## src/rtl/motion_pkg.sv

```systemverilog
// Shared types and constants for the runner motion sequencer.
// Enumerator names carry prefixes because the three enums share one scope.
package motion_pkg;

  typedef enum logic [1:0] {
    VS_IDLE,
    VS_RISE,
    VS_FALL,
    VS_SLIDE
  } vstate_t;

  typedef enum logic [1:0] {
    VC_NONE,
    VC_JUMP,
    VC_SLIDE
  } vcmd_t;

  typedef enum logic [1:0] {
    LC_NONE,
    LC_LEFT,
    LC_RIGHT
  } lcmd_t;

  localparam logic [1:0] LANE_L = 2'd0;
  localparam logic [1:0] LANE_C = 2'd1;
  localparam logic [1:0] LANE_R = 2'd2;

  // A vertical command may wait in the slot only in these state/command
  // pairings; anything else is dropped (no double jump, no stacked slides).
  function automatic logic vcmd_legal(input vstate_t st, input vcmd_t c);
    logic ok;
    case (st)
      VS_IDLE:  ok = 1'b1;
      VS_RISE:  ok = 1'b0;
      VS_FALL:  ok = (c == VC_SLIDE);
      VS_SLIDE: ok = (c == VC_JUMP);
      default:  ok = 1'b0;
    endcase
    return ok;
  endfunction

endpackage

```

## src/rtl/cmd_slot.sv

```systemverilog
// One-deep command register: a write overwrites the held entry and beats a
// simultaneous clear, so a pulse coinciding with a consuming tick survives.
module cmd_slot #(
  parameter int W = 2
) (
  input  logic         clk,
  input  logic         rst_n,
  input  logic         wr,
  input  logic [W-1:0] wr_cmd,
  input  logic         clr,
  output logic [W-1:0] cmd
);

  always_ff @(posedge clk or negedge rst_n) begin
    if (!rst_n) begin
      cmd <= '0;
    end else if (wr) begin
      cmd <= wr_cmd;
    end else if (clr) begin
      cmd <= '0;
    end
  end

endmodule

```

## src/rtl/player_motion_sched.sv

```systemverilog
// Frame-rate sequencer for the runner: jump arc, slide timer and lane
// position, all advanced on frame_tick from one-deep buffered commands.
module player_motion_sched
  import motion_pkg::*;
#(
  parameter int WIDTH       = 12,
  parameter int GROUND_Y    = 400,
  parameter int APEX_Y      = 300,
  parameter int RISE_STEP   = 25,
  parameter int FALL_STEP   = 40,
  parameter int SLIDE_TICKS = 6
) (
  input  logic             clk,
  input  logic             rst_n,
  input  logic             frame_tick,
  input  logic             btn_jump,
  input  logic             btn_slide,
  input  logic             btn_left,
  input  logic             btn_right,
  output logic [WIDTH-1:0] y_pos,
  output logic [1:0]       lane,
  output logic             airborne,
  output logic             crouch,
  output logic             landed,
  output logic             busy
);

  localparam int CNT_W = (SLIDE_TICKS > 2) ? $clog2(SLIDE_TICKS) : 1;
  localparam logic [CNT_W-1:0] CNT_LOAD = CNT_W'(SLIDE_TICKS - 1);

  localparam logic [WIDTH-1:0] GROUND_W = WIDTH'(GROUND_Y);
  localparam logic [WIDTH-1:0] APEX_W   = WIDTH'(APEX_Y);
  localparam logic [WIDTH-1:0] JUMP0_W  = WIDTH'(GROUND_Y - RISE_STEP);

  // One guard bit so a step past zero cannot wrap into a large positive y.
  localparam logic signed [WIDTH:0] RISE_S = (WIDTH+1)'(RISE_STEP);
  localparam logic signed [WIDTH:0] APEX_S = (WIDTH+1)'(APEX_Y);
  localparam logic [WIDTH:0]        FALL_E   = (WIDTH+1)'(FALL_STEP);
  localparam logic [WIDTH:0]        GROUND_E = (WIDTH+1)'(GROUND_Y);

  function automatic logic signed [WIDTH:0] rise_ny(input logic [WIDTH-1:0] y);
    return $signed({1'b0, y}) - RISE_S;
  endfunction

  function automatic logic [WIDTH:0] fall_ny(input logic [WIDTH-1:0] y);
    return {1'b0, y} + FALL_E;
  endfunction

  vstate_t          state;
  logic [CNT_W-1:0] slide_cnt;

  logic [1:0] vslot_q;
  logic [1:0] lslot_q;
  vcmd_t      vslot;
  lcmd_t      lslot;

  logic  v_btn;
  logic  v_wr;
  logic  v_clr;
  vcmd_t v_new;
  logic  l_wr;
  lcmd_t l_new;

  logic signed [WIDTH:0] rn;
  logic [WIDTH:0]        fn;

  assign vslot = vcmd_t'(vslot_q);
  assign lslot = lcmd_t'(lslot_q);

  assign v_btn = btn_jump | btn_slide;
  assign v_new = btn_jump ? VC_JUMP : VC_SLIDE;
  assign v_wr  = v_btn && vcmd_legal(state, v_new);
  // Illegal arrivals wipe the slot; a tick clears whatever IDLE consumes or
  // whatever the new context no longer allows to wait.
  assign v_clr = (v_btn && !v_wr) ||
                 (frame_tick && ((state == VS_IDLE) || !vcmd_legal(state, vslot)));

  assign l_wr  = btn_left ^ btn_right;
  assign l_new = btn_left ? LC_LEFT : LC_RIGHT;

  assign rn = rise_ny(y_pos);
  assign fn = fall_ny(y_pos);

  cmd_slot #(.W(2)) u_vslot (
    .clk    (clk),
    .rst_n  (rst_n),
    .wr     (v_wr),
    .wr_cmd (v_new),
    .clr    (v_clr),
    .cmd    (vslot_q)
  );

  cmd_slot #(.W(2)) u_lslot (
    .clk    (clk),
    .rst_n  (rst_n),
    .wr     (l_wr),
    .wr_cmd (l_new),
    .clr    (frame_tick),
    .cmd    (lslot_q)
  );

  always_ff @(posedge clk or negedge rst_n) begin
    if (!rst_n) begin
      state     <= VS_IDLE;
      slide_cnt <= '0;
      y_pos     <= GROUND_W;
      lane      <= LANE_C;
      landed    <= 1'b0;
    end else begin
      landed <= 1'b0;
      if (frame_tick) begin
        case (state)
          VS_IDLE: begin
            if (vslot == VC_JUMP) begin
              state <= VS_RISE;
              y_pos <= JUMP0_W;
            end else if (vslot == VC_SLIDE) begin
              state     <= VS_SLIDE;
              slide_cnt <= CNT_LOAD;
            end
          end
          VS_RISE: begin
            if (rn <= APEX_S) begin
              y_pos <= APEX_W;
              state <= VS_FALL;
            end else begin
              y_pos <= rn[WIDTH-1:0];
            end
          end
          VS_FALL: begin
            if (fn >= GROUND_E) begin
              y_pos  <= GROUND_W;
              state  <= VS_IDLE;
              landed <= 1'b1;
            end else begin
              y_pos <= fn[WIDTH-1:0];
            end
          end
          VS_SLIDE: begin
            if (slide_cnt == '0) begin
              state <= VS_IDLE;
            end else begin
              slide_cnt <= slide_cnt - 1'b1;
            end
          end
          default: state <= VS_IDLE;
        endcase

        // Lane moves are independent of the vertical state; edge moves drop.
        case (lslot)
          LC_LEFT:  if (lane != LANE_L) lane <= lane - 2'd1;
          LC_RIGHT: if (lane != LANE_R) lane <= lane + 2'd1;
          default:  lane <= lane;
        endcase
      end
    end
  end

  assign airborne = (state == VS_RISE) || (state == VS_FALL);
  assign crouch   = (state == VS_SLIDE);
  assign busy     = (state != VS_IDLE);

endmodule

```

## config.mk

```make
export PLATFORM = sky130hd
export DESIGN_NAME = player_motion_sched
export DESIGN_NICKNAME = d
export VERILOG_FILES = /design/src/rtl/motion_pkg.sv /design/src/rtl/cmd_slot.sv /design/src/rtl/player_motion_sched.sv
export SDC_FILE = /design/constraint.sdc
export NUM_CORES = 1
export LEC_CHECK = 0
export ABC_AREA = 1
export CAP_MARGIN = 0
export CORE_UTILIZATION = 35
export CTS_CLUSTER_DIAMETER = 60
export CTS_CLUSTER_SIZE = 8
export DETAILED_ROUTE_END_ITERATION = 8
export GPL_TIMING_DRIVEN = 0
export PLACE_DENSITY = 0.67
export SYNTH_ARGS = -nofsm -noshare
export SYNTH_HDL_FRONTEND = slang
export SYNTH_SLANG_ARGS = --single-unit
```

## constraint.sdc

```tcl
create_clock -name clk -period 1.7 [get_ports clk]
set_input_delay 0.425 -clock clk [delete_from_list [all_inputs] [get_ports clk]]
set_output_delay 0.425 -clock clk [all_outputs]
set_load 0.005 [all_outputs]
```

After elaboration in Yosys (flattened, before gate mapping)
Index checks and enable logic that the tools add are counted.
{"block": "word_totals", "register_bits": 24, "inputBits": 7, "out_inout_bits": 18, "word_cells": 85}
{"block": "classes", "add_sub_neg": 5, "order_cmp": 2, "n_eq_ne": 20, "muxes": 28, "n_bitwise": 2, "reduce_logical": 21}
{"operator": "$mux 12", "count": 3}
{"operator": "$pmux 12 s3", "count": 1}
{"operator": "$mux 2", "count": 13}
{"operator": "$ne 2x2->1 const B", "count": 7}
{"operator": "$add 12x6->13 const B", "count": 1}
{"operator": "$ge 13x9->1 const B", "count": 1}
{"operator": "$le 13x10->1 const B", "count": 1}
{"operator": "$sub 12x5->13 const B", "count": 1}
{"operator": "$reduce_bool 2->1", "count": 6}
{"operator": "$eq 2x2->1 const B", "count": 5}
{"operator": "$reduce_and 5->1", "count": 2}
{"operator": "$mux 3", "count": 3}
{"operator": "$eq 2x1->1 const B", "count": 4}
{"operator": "$pmux 1 s4", "count": 2}
{"operator": "$pmux 2 s4", "count": 1}
{"operator": "$ne 2x1->1 const B", "count": 3}
{"operator": "$pmux 3 s2", "count": 1}
{"operator": "$pmux 2 s2", "count": 1}
{"operator": "$reduce_and 4->1", "count": 1}
{"operator": "$logic_and 1x1->1", "count": 3}
{"operator": "$logic_not 3->1", "count": 1}
{"operator": "$logic_or 1x1->1", "count": 3}
{"operator": "$mux 1", "count": 3}
{"operator": "$ne 3x1->1 const B", "count": 1}
{"operator": "other kinds (9)", "count": 10}

Logic depth before layout (Yosys ltp)
{"block": "depth", "ltp_word": 9, "mapped_depth": 17, "mapped_depth_nobuf": 17}

Hierarchy
From an unflattened synthesis, not the netlist that was laid out.
{"block": "unflattened", "hier_cells": 285, "hier_area_um2": 2015.7}
{"mod": "player_motion_sched", "n_inst": 1, "cells_each": 267, "area_per_inst_um2": 1858.0}
{"mod": "cmd_slot", "n_inst": 2, "cells_each": 9, "area_per_inst_um2": 78.8}

Least setup slack after synthesis
OpenSTA, ideal clock, no wires.
{"block": "synth_timing", "kind": "reg2reg", "from": "reg y_pos[4]", "to": "reg state[1]", "t_arrival_ps": 1678, "required_ps": 1579, "setup_slack_ps": -99, "stages_incl_launch_ff": 15, "path_buffers": 0, "period_less_slack_ps": 1799, "path_cell_list": "dfstp_2 -> ha_1 -> inv_1 -> o21ai_1 -> nand2_1 -> nand2_1 -> nand2_1 -> nand2_1 -> nand2_2 -> nor2_4 -> nand2_4 -> nand3_4 -> nand2_4 -> nand2_1 -> o21ai_2"}
{"block": "synth_between", "elab_chain_len": 4, "word_cells_on_any_way": 7, "classes_between": "add/sub (2); order compare (2); eq/ne (2); reduce/logical (1)"}
{"item": "start: declaration", "line": "player_motion_sched.sv:20", "rtl": "output logic [WIDTH-1:0] y_pos,"}
{"item": "start signal: assignment", "line": "player_motion_sched.sv:127", "rtl": "y_pos <= rn[WIDTH-1:0];"}
{"item": "start signal: assignment", "line": "player_motion_sched.sv:136", "rtl": "y_pos <= fn[WIDTH-1:0];"}
{"item": "$add 12x6->13 / $sub 12x5->13 (equally long branches)", "line": "player_motion_sched.sv:46, player_motion_sched.sv:42"}
{"item": "$ge 13x9->1 / $le 13x10->1 (equally long branches)", "line": "player_motion_sched.sv:131, player_motion_sched.sv:123"}
{"item": "$ne 2x2->1 (no source line)"}
{"item": "$reduce_and 5->1 (no source line) (*)"}
{"item": "end signal: assignment", "line": "player_motion_sched.sv:133", "rtl": "state <= VS_IDLE;"}
{"item": "end signal: assignment", "line": "player_motion_sched.sv:141", "rtl": "state <= VS_IDLE;"}
{"item": "end signal: assignment", "line": "player_motion_sched.sv:146", "rtl": "default: state <= VS_IDLE;"}
{"item": "end: declaration", "line": "player_motion_sched.sv:49", "rtl": "vstate_t state;"}
Mark *: on every way between the ends. The rest lies on a longest branch, timed or not.
A chain may end at the register's enable or synchronous reset.

Final worst setup path
{"block": "layout_timing", "from": "reg y_pos[4]", "to": "reg y_pos[9]"}
{"block": "layout_between", "elab_chain_len": 4, "word_cells_on_any_way": 7, "classes_between": "add/sub (2); order compare (2); mux (3)"}
{"item": "$add 12x6->13 / $sub 12x5->13 (equally long branches)", "line": "player_motion_sched.sv:46, player_motion_sched.sv:42"}
{"item": "$ge 13x9->1 / $le 13x10->1 (equally long branches)", "line": "player_motion_sched.sv:131, player_motion_sched.sv:123"}
{"item": "$mux 12 (on tied branches)", "line": "player_motion_sched.sv:131, player_motion_sched.sv:123"}
{"item": "$pmux 12 s3 (*)", "line": "player_motion_sched.sv:112", "rtl": "case (state)"}
Marks and branches as above.

==> flow_summary.json <==
{
  "final_common_cell": "nand2_1",
  "fin_crit_sh": 1.171,
  "dieHeight_um": 77.20,
  "ys.flop_type": "dfrtp_1",
  "clk_latency_ps": 280,
  "dp.cells": 361,
  "grt_overflow": 0,
  "htreeDepth": 1,
  "finalCriticalPeriod_ps": 1991,
  "maxCapViolations": 0,
  "std_cell_rows": 27,
  "p_total_mw": 5.203,
  "path_class": "reg2reg",
  "grt_max_degree": 25,
  "slew_headroom": 0.2226,
  "worst_clock_skew_ps": 14.44,
  "final_cell_mix": "nand2_1, inv_1, buf_4, nand2_2, dfrtp_1",
  "powerDensity_nw_per_um2": 1753,
  "drive_gt1_frac": 0.4316,
  "cp_max_fo": 6,
  "initial_utilization": 0.3617,
  "synth_area_sq_um": 1979,
  "vias": 1966,
  "place_area_sq_um": 2341,
  "crit_path_start_kind": "register",
  "path_clk_slew_ps": 100,
  "dr.pass1.iters": 4,
  "ys_ff_latch": 24,
  "grt_setup_unrepaired": "yes",
  "cts_tree": "yes",
  "fin_cells": 401,
  "clock_sinks": 24,
  "via_per_inst": 4.903,
  "synth_area_per_cell_sq_um": 7.469,
  "grt_antenna_before_repair": 0,
  "nets": 349,
  "ys_types": 34,
  "clk_path_buf_depth": 2,
  "wirelength_um": 5446,
  "syn2layout_area_growth_pct": 49.94,
  "ioPinCount": 25,
  "core_area_sq_um": 5473,
  "worstPathArrival_ps": 2140,
  "status": "finished, violations left",
  "maxSlewViolCount": 0,
  "async_flop_share": 1.000,
  "numCtsBuffers": 3,
  "finalWorstSetupSlack_ps": -291.4,
  "finalSetupViolations": 15,
  "post_drt_wl_per_cell_um": 13.58,
  "static-leakage-power_nw": 1.362,
  "die_w_um": 77.20,
  "cts_root_buf": "clkbuf_8",
  "yosys_warnings": 0,
  "grt_pass1_wl_um": 8721,
  "cpPeakStageDelay_ps": 640,
  "peakVddDrop_mv": 0.7947,
  "post-dp-hpwl_um": 3305,
  "grt_pass1_vias": 1879,
  "seq_area_frac_synth": 0.3059,
  "setup_tns_ps": -3510,
  "finalInstanceArea_sq_um": 2968,
  "drt_iter0_drc": 122,
  "place.port_buffers": 24,
  "globalplace.congestion": 0.8181,
  "crit_chain": "ha_4 -> nand2_4 -> nand2_4 -> nand2_4 -> nand2_2 -> nand2_2 -> nand2_2 -> nand2_2 -> nor2_4 -> nand2_4 -> buf_6 -> nand4_1 -> o22ai_1",
  "tightest_slew_ps": 1164,
  "grtUsageTotal": 0.1845,
  "synth_edf_count": 0,
  "dieArea_sq_um": 5960,
  "ant_nets": 0,
  "syn-num-nets": 284,
  "postLayoutCoreUtil": 0.5423,
  "cp_slowest_cell": "dfstp_2",
  "cp.required_ps": 1850,
  "min_path_type": "in2async",
  "cp-end-kind": "register",
  "finalHoldViolations": 0,
  "cts_hold_buffers": 0,
  "drc": 0,
  "postSynthCellCount": 265,
  "antenna_cells": 0,
  "max_freq_ghz": 0.5022,
  "violations": "setup timing"
}
## through the flow
stage	hold WS [ps]	worst slack, ps
global placement	533.9	-607.6
detailed placement	545.2	-607.9
global route	440.4	-391.7
floorplan	129.4	-75.48
CTS	560.3	-227.5
finish	369.4	-291.4
## per-layer routing
layer  wire length, um  track usage  share of wire  vias to the layer above
met5                 0            0              0                        -
met4                57      0.05660          0.010                        0
met3               133      0.02024          0.024                        5
met2              2901       0.3292           0.53                       34
met1              2354       0.2304           0.43                      952
li1                  -            -              -                      975
## critical path, delay by kind of cell, from the launching register on
kind                       cells  cell delay, ps
AOI/OAI and AO/OA              1             110
adders and majority gates      1             190
buffers and inverters          1             140
DFF                            1             640
and+or+nand+nor               10             750
## logic make-up (layout without fill, tap and decap cells)
family          Yosys count  in the layout  share of synthesized area
simple gates            139            139                     0.3748
compound gates           36             36                     0.1176
xor+xnor                  7              7                    0.03477
fa+ha+maj                12             12                    0.07585
buf+inv                  47            111                    0.09102
flops                    24             24                     0.3059
## Yosys cell counts (3+ instances only)
| library cell | n | area [sq um] |
|---|---|---|
| dfstp_2 | 4 | 105.1 |
| nor2_1 | 16 | 60.06 |
| nand2_1 | 66 | 247.7 |
| nor2_2 | 6 | 37.54 |
| nand3_1 | 13 | 65.06 |
| xor2_1 | 5 | 43.79 |
| ha_1 | 12 | 150.1 |
| dfrtp_1 | 20 | 500.5 |
| inv_2 | 3 | 11.26 |
| o22ai_1 | 5 | 31.28 |
| nor2_4 | 4 | 45.04 |
| o21ai_2 | 3 | 26.28 |
| nand4_1 | 7 | 43.79 |
| a21oi_1 | 7 | 35.03 |
| o21ai_0 | 9 | 45.04 |
| inv_1 | 40 | 150.1 |
| nand3_2 | 4 | 40.04 |
| nand2_2 | 11 | 68.82 |
| a21oi_2 | 7 | 61.31 |
| nand2_4 | 4 | 45.04 |
## cell type report
| type | instances | area (sq um) |
|---|---|---|
| sequential | 24 | 611.8 |
| timing repair buffer | 60 | 549.3 |
| inverter | 45 | 181.4 |
| multi-input combinational | 194 | 1448 |
| clock inverter | 1 | 30.03 |
| buffer | 2 | 16.27 |
| clock buffer | 3 | 41.29 |
| fill | 517 | 2505 |
| tap | 72 | 90.09 |
## sequential cells by signal (all words and copies together), names as in the netlist
name         count
lane             2
u_lslot.cmd      2
u_vslot.cmd      2
y_pos           12
state            2
slide_cnt        3
landed           1
## path summary, 6_finish.rpt
kind / to / slack [ps] / depth (start not counted) / startpoint
setup / recovery: y_pos[9]$_DFFE_PN0P_ / -290 / 13 / y_pos[4]$_DFFE_PN1P_
hold / removal: slide_cnt[2]$_DFFE_PN0P_ / 370 / 1 / rst_n
setup reg to reg: y_pos[9]$_DFFE_PN0P_ / -290 / 13 / y_pos[4]$_DFFE_PN1P_
hold reg to reg: slide_cnt[0]$_DFFE_PN0P_ / 550 / 3 / slide_cnt[0]$_DFFE_PN0P_
max in group asynchronous: y_pos[1]$_DFFE_PN0P_ / 560 / 1 / rst_n
min in group clk: slide_cnt[0]$_DFFE_PN0P_ / 550 / 3 / slide_cnt[0]$_DFFE_PN0P_
## repair_timing
action                                  in CTS  in global routing
setup buffers                               28                  8
pin swaps                                   16                 24
hold endpoints to repair                     0                  0
cloned                                       0                  0
endpoints found under the setup margin      30                 30
gates resized for setup                     57                 40
## power breakdown
part,internal (mW),switching [mW],total [mW]
logic,1.68,2.00,3.69
registers,0.792,0.204,0.996
clock network,0.316,0.205,0.521
Power figures use the tool's default switching activity.
